**src/rtl/matmul_mac_stage.sv**
```systemverilog
// Signed multiply-accumulate stage for the matmul core. It forms length-K dot products
// from the A/B BRAM read stream and writes each result to the output BRAM.
module matmul_mac_stage #(
  parameter int DATA_W = 8,
  parameter int ACC_W  = 20,
  parameter int K      = 8,
  parameter int N_OUT  = 64,
  parameter int OUT_AW = 12,
  parameter int RD_LAT = 1
) (
  input  logic              clk,
  input  logic              rst_n,
  input  logic              start,
  input  logic              en_rd,
  input  logic [DATA_W-1:0] a_data,
  input  logic [DATA_W-1:0] b_data,
  output logic              res_we,
  output logic              res_en,
  output logic [OUT_AW-1:0] res_addr,
  output logic [ACC_W-1:0]  res_data,
  output logic              busy,
  output logic              done
);

  localparam int PW = 2 * DATA_W;
  localparam int KW = (K > 1) ? $clog2(K) : 1;

  typedef enum logic [1:0] {
    S_IDLE,
    S_RUN,
    S_DONE
  } state_t;

  state_t                  state;
  logic [RD_LAT-1:0]       vld_pipe;
  logic                    p_vld;
  logic signed [PW-1:0]    prod;
  logic signed [ACC_W-1:0] acc;
  logic [KW-1:0]           k_cnt;
  logic [OUT_AW-1:0]       out_cnt;

  logic                    run;
  logic                    d_vld;
  logic signed [PW-1:0]    a_ext;
  logic signed [PW-1:0]    b_ext;
  logic signed [ACC_W-1:0] prod_ext;
  logic signed [ACC_W-1:0] acc_next;
  logic                    k_last;
  logic                    out_last;

  assign run   = (state == S_RUN);
  assign d_vld = vld_pipe[RD_LAT-1];

  // Operands widened to the full product width so the low PW bits form the exact signed product.
  assign a_ext    = {{DATA_W{a_data[DATA_W-1]}}, a_data};
  assign b_ext    = {{DATA_W{b_data[DATA_W-1]}}, b_data};
  assign prod_ext = {{(ACC_W-PW){prod[PW-1]}}, prod};

  // The first element of each dot product restarts the sum instead of adding to the old one.
  assign acc_next = (k_cnt == '0) ? prod_ext : acc + prod_ext;
  assign k_last   = (k_cnt == KW'(K - 1));
  assign out_last = (out_cnt == OUT_AW'(N_OUT - 1));

  // Read-valid delay line and product register. Reads are accepted only while running.
  always_ff @(posedge clk or negedge rst_n) begin
    if (!rst_n) begin
      vld_pipe <= '0;
      p_vld    <= 1'b0;
      prod     <= '0;
    end else if (start) begin
      // NOTE: sequential state uses <= so every register samples pre-edge values and the
      // delay line shifts by exactly one stage per clock regardless of statement order.
      vld_pipe <= '0;
      p_vld    <= 1'b0;
    end else begin
      vld_pipe[0] <= en_rd && run;
      for (int i = 1; i < RD_LAT; i++) begin
        vld_pipe[i] <= vld_pipe[i-1];
      end
      p_vld <= d_vld && run;
      if (d_vld) begin
        prod <= a_ext * b_ext;
      end
    end
  end

  // Control FSM, accumulator and registered BRAM write port.
  always_ff @(posedge clk or negedge rst_n) begin
    if (!rst_n) begin
      state    <= S_IDLE;
      busy     <= 1'b0;
      done     <= 1'b0;
      acc      <= '0;
      k_cnt    <= '0;
      out_cnt  <= '0;
      res_we   <= 1'b0;
      res_en   <= 1'b0;
      res_addr <= '0;
      res_data <= '0;
    end else begin
      res_we <= 1'b0;
      res_en <= 1'b0;
      if (start) begin
        state   <= S_RUN;
        busy    <= 1'b1;
        done    <= 1'b0;
        k_cnt   <= '0;
        out_cnt <= '0;
      end else if (p_vld && run) begin
        acc <= acc_next;
        if (k_last) begin
          k_cnt    <= '0;
          res_data <= acc_next;
          res_addr <= out_cnt;
          res_we   <= 1'b1;
          res_en   <= 1'b1;
          out_cnt  <= out_cnt + 1'b1;
          if (out_last) begin
            state <= S_DONE;
            busy  <= 1'b0;
            done  <= 1'b1;
          end
        end else begin
          k_cnt <= k_cnt + 1'b1;
        end
      end
    end
  end

endmodule

```
**config.mk**
```make
export PLATFORM = sky130hd
export DESIGN_NAME = matmul_mac_stage
export DESIGN_NICKNAME = d
export VERILOG_FILES = /design/src/rtl/matmul_mac_stage.sv
export SDC_FILE = /design/constraint.sdc
export NUM_CORES = 1
export LEC_CHECK = 0
export ABC_AREA = 0
export ABC_CLOCK_PERIOD_IN_PS = 4100
export CAP_MARGIN = 15
export CORE_MARGIN = 5
export CORE_UTILIZATION = 47
export CTS_BUF_LIST = sky130_fd_sc_hd__clkbuf_4
export CTS_CLUSTER_DIAMETER = 120
export DETAILED_ROUTE_END_ITERATION = 12
export DONT_BUFFER_PORTS = 1
export PLACE_DENSITY = 0.64
export SYNTH_ARGS = -nofsm -noshare
export SYNTH_HDL_FRONTEND = slang
export SYNTH_SLANG_ARGS = --single-unit
```
**constraint.sdc**
```tcl
create_clock -name clk -period 4.1 [get_ports clk]
set_input_delay 0.41 -clock clk [delete_from_list [all_inputs] [get_ports clk]]
set_output_delay 0.41 -clock clk [all_outputs]
set_load 0.01 [all_outputs]
```
==> results.yml, run 1 <==
run_status:
  status: "finished, final reports clean"
synth:
  synth_top_cell_area_share: 0.308
  synthesis.nets: 901
  synth_xor_area_frac: 0.0478
  synthDistinctLibCells: 59
  synthAdderAreaFrac: 0.248
  syn_inst: 773
  yosys_warnings: 0
  synthArstFlopShare: 1.00
  synth_edf_count: 0
  synth_seq_cells: 88
  yosys_most_used_dff: "dfrtp_1"
  yosys.area.top_type: "dfrtp_1"
  synth.area.top_cells: "dfrtp_1, fa_1, ha_1, nand2_1, inv_1"
  synth_compound_area_frac: 0.138
  synthMuxAreaShare: 0.0306
  yosysSeqAreaShare: 0.308
  synth_top_family_by_area: "adder cells"
  synthSimpleGateAreaFrac: 0.166
  syn_avg_cell_area_um2: 9.25
  netlist_area_um2: 7150
sta:
  final.min_clock_period_ns: 3.75
  maxSlewViolCount: 0
  finalClockSkew_ns: 0.0194
  max_freq_mhz: 267
  worstMarginPinSlew_ns: 1.08
  post-route-period-util: 0.914
  setup_viol: 0
  fin_hold_ws_ns: 0.0660
  fin_setup_tns_ns: 0
  rsz0062_at_grt: "no"
  hold_viol: 0
  max_slew_margin: 0.279
final_layout:
  drive_above_1_share: 0.0711
  fin_nets: 911
  fill_cells: 1425
  seqCellArea_um2: 2200
  fin_cells: 977
  multi_input_area_um2: 4530
  syn_to_final_growth_pct: 7.13
clock_tree:
  path_clk_slew_ns: 0.14
  cts_resized: 0
  htreeDepth: 3
  cts_tree: "done"
  insertion_delay_ns: 0.43
  clockRootBuffer: "clkbuf_4"
  cts_num_sinks: 88
  cts_buffers: 9
  clk_path_buf_depth: 2
worst_setup_path:
  crit_type: "in2reg"
  cp.required_ns: 4.42
  crit_path_end_kind: "flop"
  cp-startpoint: "b_data[4]"
  cp_max_fo: 8
  regToRegStartpoint: "prod[0]"
  crit_arrival_ns: 4.07
  start_kind: "primary input"
placed_design:
  gp_congestion: 0.838
  io_buffer_count: 0
  dp_cells: 955
  place_hpwl_mm: 11.4
die:
  ios: 56
  die-area_um2: 17800
  fp-row-count: 45
  dieWidth_um: 133
  start_util: 0.475
  die_h_um: 133
  core_um2: 15000
routing:
  routed_wl_mm: 14.6
  drc: 0
  wl_per_cell_um: 14.9
  drt_first_pass_iters: 5
  routed-via-count: 5185
  ant_nets: 0
  viasPerCell: 5.31
  drt_iter0_markers: 272
pwr:
  p_per_area_nw_per_um2: 588
  finalPower_mw: 4.51
  peakVddDrop_mv: 0.227
  leakage_nw: 3.79
min_path:
  min_from: "start"
  min_path_type: "in2reg"
run:
  maxCapViolCount: 0
global_routing:
  grt_overflow: 0
  grtUsageTotal: 0.171
  antenna_found_initial: 1
  grt_pass1_vias: 5387
  grt_pass1_wl_mm: 25.6
  grt_max_degree: 89
==> Yosys cell counts (4+ instances only) <==
cell        n
a211oi_1    4
a21o_1     19
a21oi_1    22
a31oi_1    10
and2_1     47
and3_1      4
buf_2       4
clkbuf_1   19
dfrtp_1    88
fa_1       56
ha_1       52
inv_1      90
mux2_2      7
mux2i_1    14
nand2_1   107
nand2b_1    4
nand3_1     9
nand4_1     4
nor2_1     48
nor2b_1     4
nor3_1      8
o21a_1      6
o21ai_0    50
o21ai_1     8
o21bai_1    5
xnor2_1    23
xor2_1     16
==> per-stage QoR <==
step,instance area [um^2],util,worst slack [ns]
after CTS,7630,0.508,0.360
after floorplan,7170,-,-0.00546
after global placement,7440,0.495,-0.106
after detailed placement,7440,0.495,-0.111
after global routing,7660,0.509,0.159
final,7660,0.509,0.351
==> power breakdown <==
part           total, mW  switching, mW  internal (mW)
clock              0.493          0.297          0.196
combinational       2.83           1.51           1.32
sequential          1.18          0.156           1.03
total               4.51           1.96           2.54
==> cell families (layout without fill, tap and decap cells) <==
| group | after synthesis | in the layout |
|---|---|---|
| AOI/OAI and AO/OA | 151 | 151 |
| buffers and inverters | 115 | 130 |
| muxes | 21 | 21 |
| adders and majority gates | 108 | 108 |
| and+or+nand+nor | 251 | 251 |
| DFF | 88 | 88 |
| other | 0 | 1 |
| xor gates and xnor gates | 39 | 39 |
==> layout by cell type, fill, tap and decap left out, drive strengths merged, types with 7 or more instances in the layout <==
cell    Yosys  routed
nand2     107     107
clkbuf     19      10
ha         52      52
nand3       9       9
and2       48      48
inv        90      92
dfrtp      88      88
nor3        8       8
a31oi      11      11
a21o       19      19
nor2       48      48
xor2       16      16
mux2i      14      14
o21ai      59      59
fa         56      56
xnor2      23      23
buf         6      20
a21oi      22      22
mux2        7       7
==> metal layers <==
| metal | track usage | share of wire | vias to the layer above |
|---|---|---|---|
| li1 | - | - | 2578 |
| met1 | 0.232 | 0.47 | 2502 |
| met2 | 0.288 | 0.48 | 95 |
| met3 | 0.0287 | 0.036 | 10 |
| met4 | 0.0429 | 0.0089 | 0 |
| met5 | 0 | 0 | - |
==> worst max-delay path: stages <==
cell and delay (ns):
and2_1 0.15, fa_1 0.46, fa_1 0.54, inv_1 0.05, fa_1 0.46, fa_1 0.54
inv_1 0.04, ha_1 0.31, a21o_1 0.20, a21oi_2 0.14, o21ai_0 0.10, a21o_1 0.19
a31oi_1 0.20, mux2i_1 0.20, nand2_1 0.06
==> layout make-up <==
| cell class | instances | area share |
|---|---|---|
| Antenna cell | 1 | 0.000327 |
| Clock buffer | 10 | 0.00981 |
| Clock inverter | 6 | 0.00882 |
| Inverter | 90 | 0.0441 |
| Multi-Input combinational cell | 570 | 0.591 |
| Sequential cell | 88 | 0.288 |
| Tap cell | 188 | 0.0307 |
| Timing Repair Buffer | 24 | 0.0275 |
==> final timing paths <==
path	endpoint	cells after the start	slack [ns]
max	prod[14]	15	0.35
min	state[0]	1	0.07
max reg2reg	acc[14]	10	1.31
min reg2reg	acc[10]	2	0.51
max in group asynchronous	prod[6]	2	3.19
min in group asynchronous	res_data[4]	2	0.54
==> repair_timing <==
item	4_1_cts	5_1_grt
setup buffers	0	0
hold buffers	3	2
hold endpoints to repair	101	3
==> sequential cells by signal (all words and copies together), names as in the netlist, 3 cells and up <==
name	flops
res_addr	12
res_data	20
acc	20
k_cnt	3
prod	16
out_cnt	12
No activity file was read; power rests on OpenSTA's default activity.
==> inputs of run 2 (changes only) <==
==> constraint.sdc (replaced) <==
create_clock -name clk -period 4.1 [get_ports clk]
set_input_delay 0.205 -clock clk [delete_from_list [all_inputs] [get_ports clk]]
set_output_delay 0.205 -clock clk [all_outputs]
set_load 0.01 [all_outputs]
==> run 2 against run 1 <==
Clock power barely moved. Highest routed layer unchanged. Final cell count is 0.72% lower. Worst setup slack improved by 0.15 ns. Critical endpoint is now prod[15]. Non-clock buffer count decreased by 7. Sequential power about the same. Hold slack improved by 0.031 ns.
==> results.yml, run 2 (synthesis results as in run 1) <==
sta:
  post-route-period-util: 0.879
  max_slew_margin: 0.277
  final.min_clock_period_ns: 3.60
  hold_viol: 0
  max_freq_mhz: 278
  worstMarginPinSlew_ns: 1.08
  maxSlewViolCount: 0
  rsz0062_at_grt: "no"
  finalClockSkew_ns: 0.0238
  setup_viol: 0
  fin_setup_tns_ns: 0
routing:
  routed_wl_mm: 14.4
  drt_first_pass_iters: 4
  ant_nets: 0
  viasPerCell: 5.25
  routed-via-count: 5097
  drc: 0
  drt_iter0_markers: 221
  wl_per_cell_um: 14.8
min_path:
  min_from: "start"
  min_path_type: "in2reg"
  min_path_cells: 3
  hold_path_end: "acc[18]"
clock_tree:
  post-cts-setup-buffer-count: 0
  clk_path_buf_depth: 2
  clockRootBuffer: "clkbuf_4"
  path_clk_slew_ns: 0.13
  cts_num_sinks: 88
  cts_buffers: 9
  insertion_delay_ns: 0.45
  cts_tree: "done"
  htreeDepth: 3
die:
  die-area_um2: 17800
  die_h_um: 133
  core_um2: 15000
  fp-row-count: 45
  dieWidth_um: 133
  start_util: 0.475
  ios: 56
final_layout:
  post-route-util: 0.505
  layout_commonest_cell: "nand2_1"
  fill_cells: 1443
  drive_above_1_share: 0.0576
  top_regs: "acc: 20 flops, res_data: 20 flops, prod: 16 flops"
  final_cell_mix: "nand2_1, inv_1, dfrtp_1, fa_1, ha_1"
  syn_to_final_growth_pct: 6.15
  fin_nets: 904
worst_setup_path:
  ff2ff_setup_slack_ns: 1.32
  timing.rr.end: "acc[14]"
  crit_arrival_ns: 3.89
  cp.required_ns: 4.39
  start_kind: "primary input"
  cp_max_fo: 8
  regToRegStartpoint: "prod[0]"
  crit_path_end_kind: "flop"
  crit_type: "in2reg"
  r2r_cells: 10
pwr:
  leakage_nw: 3.76
  peakVddDrop_mv: 0.202
  p_per_area_nw_per_um2: 576
global_routing:
  antenna_found_initial: 1
  grt_pass1_vias: 5260
  grt_overflow: 0
  grt_max_degree: 89
  grtUsageTotal: 0.169
  grt_pass1_wl_mm: 25.2
placed_design:
  place_hpwl_mm: 11.3
  gp_congestion: 0.874
  io_buffer_count: 0
run_status:
  status: "finished, final reports clean"
run:
  maxCapViolCount: 0
[run 2: cell count changes in the layout (fill, tap and decap cells not counted), sizes merged]
cell	delta
dlygate4sd3	+1
inv	-1
clkinvlp	-1
buf	-8
clkinv	+2
[run 2: worst max path at each step]
stage / start / to / cells past startpoint / slack [ns]
2_1_floorplan: b_data[4] / prod[14] / 15 / 0.15
3_3_place_gp: b_data[4] / prod[15] / 15 / 0.07
3_5_place_dp: b_data[4] / prod[15] / 15 / 0.009
4_1_cts: b_data[4] / prod[15] / 15 / 0.51
5_1_grt: b_data[4] / prod[14] / 15 / 0.31
6_report: b_data[4] / prod[15] / 15 / 0.50
[run 2: per-stage QoR]
stage | hold slack [ns] | area (um^2) | total power [mW] | worst slack [ns] | instances
final | 0.0969 | 7590 | 4.37 | 0.498 | 970
after global placement | -0.0872 | 7360 | 3.80 | 0.0748 | 947
after floorplan | -0.0906 | 7150 | 3.29 | 0.154 | 773
after global routing | 0.0729 | 7590 | 4.84 | 0.308 | 970
after detailed placement | -0.0866 | 7360 | 3.88 | 0.00920 | 947
after CTS | 0.0449 | 7580 | 4.42 | 0.513 | 969
[run 2: worst max-delay path: stages]
cell and delay, ns:
and2_1 0.15, fa_1 0.46, fa_1 0.54, inv_1 0.05
fa_1 0.46, fa_1 0.54, inv_1 0.04, ha_1 0.31
a21o_1 0.18, a211oi_1 0.24, buf_4 0.16, o211ai_1 0.11
a31oi_1 0.22, xnor2_1 0.13, o21ai_0 0.09
[run 2: cell type report]
class                           instances  area (um^2)  share of cell area
Timing Repair Buffer                   17          160              0.0211
Antenna cell                            1         2.50            0.000330
Sequential cell                        88         2200               0.290
Clock inverter                          6         68.8             0.00907
Inverter                               90          338              0.0445
Clock buffer                           10         75.1             0.00990
Multi-Input combinational cell        570         4500               0.594
Tap cell                              188          235              0.0310
[run 2: timing repair]
action,4_1_cts,5_1_grt
endpoints found under the hold margin,107,0
hold buffers,6,0
resized for setup,0,0
[run 2: routing by layer]
metal / track usage / wire length (um)
met1: 0.231 / 6930
met2: 0.280 / 6880
met3: 0.0306 / 464
met4: 0.0434 / 121
met5: 0 / 0
[run 2: where the power goes]
| group | internal, mW | leakage, nW | switching, mW |
|---|---|---|---|
| clock network | 0.196 | 0.0770 | 0.299 |
| logic | 1.22 | 2.56 | 1.47 |
| registers | 1.03 | 1.12 | 0.159 |
==> inputs of run 3 (changes only) <==
Settings changed: BUFFER_PORTS_ARGS set to -buffer_cell sky130_fd_sc_hd__buf_2, CORE_UTILIZATION 47 to 40, DONT_BUFFER_PORTS 1 to unset, PLACE_DENSITY 0.64 to 0.59, REMOVE_ABC_BUFFERS set to 1.
==> run 3 against run 2 <==
Count of clock-buffer cells in the layout down 1. First-iteration DRC count rose by 20%. Maximum frequency decreased by 2.6%. Routed wire length is 0.34% higher. Die area grew 16%. Sequential share of layout area fell by 1.8 points. Sequential power hardly changed. Design area rose by 6.6%. Sequential cell count stayed put. Clock power fell by 8.5%. Via count grew 3.5%.
==> results.yml, run 3 (synthesis results as in run 1) <==
worst_setup_path:
  slowest_stage: "fa_1"
  crit_type: "in2reg"
  cp_max_fo: 5
  crit_arrival_ns: 4.04
  path_cells: "buf_2 -> and2_1 -> fa_1 -> fa_1 -> inv_1 -> fa_1 -> fa_1 -> inv_1 -> ha_1 -> a21o_1 -> a21oi_1 -> o21ai_0 -> a21o_1 -> a31oi_1 -> mux2i_1 -> nand2_1"
  start_kind: "primary input"
  crit_top_cell: "fa_1"
  critical_path.max_stage_delay_ns: 0.54
  ff2ff_setup_slack_ns: 1.44
  crit_path_end_kind: "flop"
  cp.required_ns: 4.44
sta:
  rsz0062_at_grt: "no"
  setup_viol: 0
  worstMarginPinSlew_ns: 0.727
  max_slew_margin: 0.515
  max_freq_mhz: 270
  hold_viol: 0
  fin_ws_ns: 0.402
  post-route-period-util: 0.902
  final.min_clock_period_ns: 3.70
  maxSlewViolCount: 0
  finalClockSkew_ns: 0.0371
global_routing:
  grt_overflow: 0
  antenna_found_initial: 1
  grtUsageTotal: 0.154
  grt_pass1_wl_mm: 26.2
  grt_max_degree: 58
  grt_pass1_vias: 5334
placed_design:
  gp_congestion: 0.842
  io_buffer_count: 55
  dp_cells: 1072
  place_hpwl_mm: 11.4
  pre_cts_ws_ns: -0.104
clock_tree:
  cts_hold_buffers: 2
  cts_tree: "done"
  post-cts-setup-buffer-count: 0
  htreeDepth: 3
  clockRootBuffer: "clkbuf_4"
  cts_num_sinks: 88
  cts_resized: 0
  path_clk_slew_ns: 0.16
  insertion_delay_ns: 0.46
  cts_buffers: 9
  clk_path_buf_depth: 2
routing:
  drt_iter0_markers: 265
  ant_nets: 0
  routed-via-count: 5276
  wl_per_cell_um: 13.2
  viasPerCell: 4.83
  routed_wl_mm: 14.4
  drt_first_pass_iters: 4
  drc: 0
run:
  maxCapViolCount: 0
min_path:
  min_path_type: "in2reg"
final_layout:
  syn_to_final_growth_pct: 13.2
  fill_cells: 1729
  drive_above_1_share: 0.154
  fin_nets: 989
  top_regs: "acc: 20 flops, res_data: 20 flops, prod: 16 flops"
  fin_cells: 1092
  layout_commonest_cell: "nand2_1"
  final_cell_mix: "nand2_1, inv_1, dfrtp_1, fa_1, buf_2"
pwr:
  clkPwrFrac: 0.102
  peakVddDrop_mv: 0.210
  p_per_area_nw_per_um2: 551
  leakage_nw: 4.13
  pwr-share-seq: 0.264
  finalPower_mw: 4.46
  p_comb_frac: 0.634
  netSwitchingFraction: 0.439
  p_int_mw: 2.50
  p_switching_mw: 1.96
die:
  dieWidth_um: 144
  core_um2: 17400
  fp-row-count: 48
  die-area_um2: 20600
  die_h_um: 144
  start_util: 0.410
  ios: 56
run_status:
  status: "finished, final reports clean"
run 3: changes by cell type in the layout (fill, tap and decap cells not counted), sizes merged:
cell / before / now
inv: 91 / 93
clkbuf: 10 / 9
dlygate4sd3: 5 / 2
bufinv: 1 / 0
buf: 12 / 100
run 3: path summary, 6_finish.rpt:
check | endpoint | depth (start not counted) | startpoint
max | prod[14] | 16 | b_data[4]
min | out_cnt[3] | 2 | start
max reg2reg | acc[14] | 10 | prod[0]
min reg2reg | res_addr[0] | 2 | res_addr[0]
max in group asynchronous | res_data[11] | 3 | rst_n
min in group asynchronous | prod[4] | 2 | rst_n
run 3: cell type report:
class,count,area [um^2],share of cell area
Antenna cell,1,2.50,0.000309
Clock buffer,9,67.6,0.00835
Clock inverter,7,52.6,0.00650
Inverter,90,338,0.0418
Multi-Input combinational cell,570,4500,0.557
Sequential cell,88,2200,0.272
Tap cell,225,282,0.0348
Timing Repair Buffer,102,639,0.0791
run 3: power by group through the flow:
stage               Clock [mW]  Sequential, mW  Combinational [mW]
floorplan                    0            1.14                2.13
global route             0.513            1.20                3.26
finish                   0.453            1.18                2.83
global placement             0            1.19                2.82
detailed placement           0            1.19                2.84
CTS                      0.473            1.18                2.86
run 3: worst max-delay path, delay by kind of cell:
family	cells	cell delay (ns)
fa+ha+maj	5	2.32
compound gates	5	0.85
simple gates	2	0.23
buf+inv	3	0.21
mux	1	0.20
run 3: through the flow:
step	utilization	hold slack [ns]	cell area (um^2)	TNS [ns]
finish	0.464	0.141	8090	0
global route	0.464	0.133	8090	0
CTS	0.464	0.120	8070	0
detailed placement	0.456	0.300	7930	-0.353
global placement	0.456	0.307	7930	-0.203
floorplan	-	-0.0906	7040	0
run 3: routing by layer:
layer / global-route usage / wire length, um / up-vias / share of wire
li1: - / - / 2728 / -
met5: 0 / 0 / - / 0
met2: 0.240 / 6580 / 61 / 0.46
met3: 0.0190 / 403 / 8 / 0.028
met1: 0.229 / 7320 / 2479 / 0.51
met4: 0.0372 / 140 / 0 / 0.0097
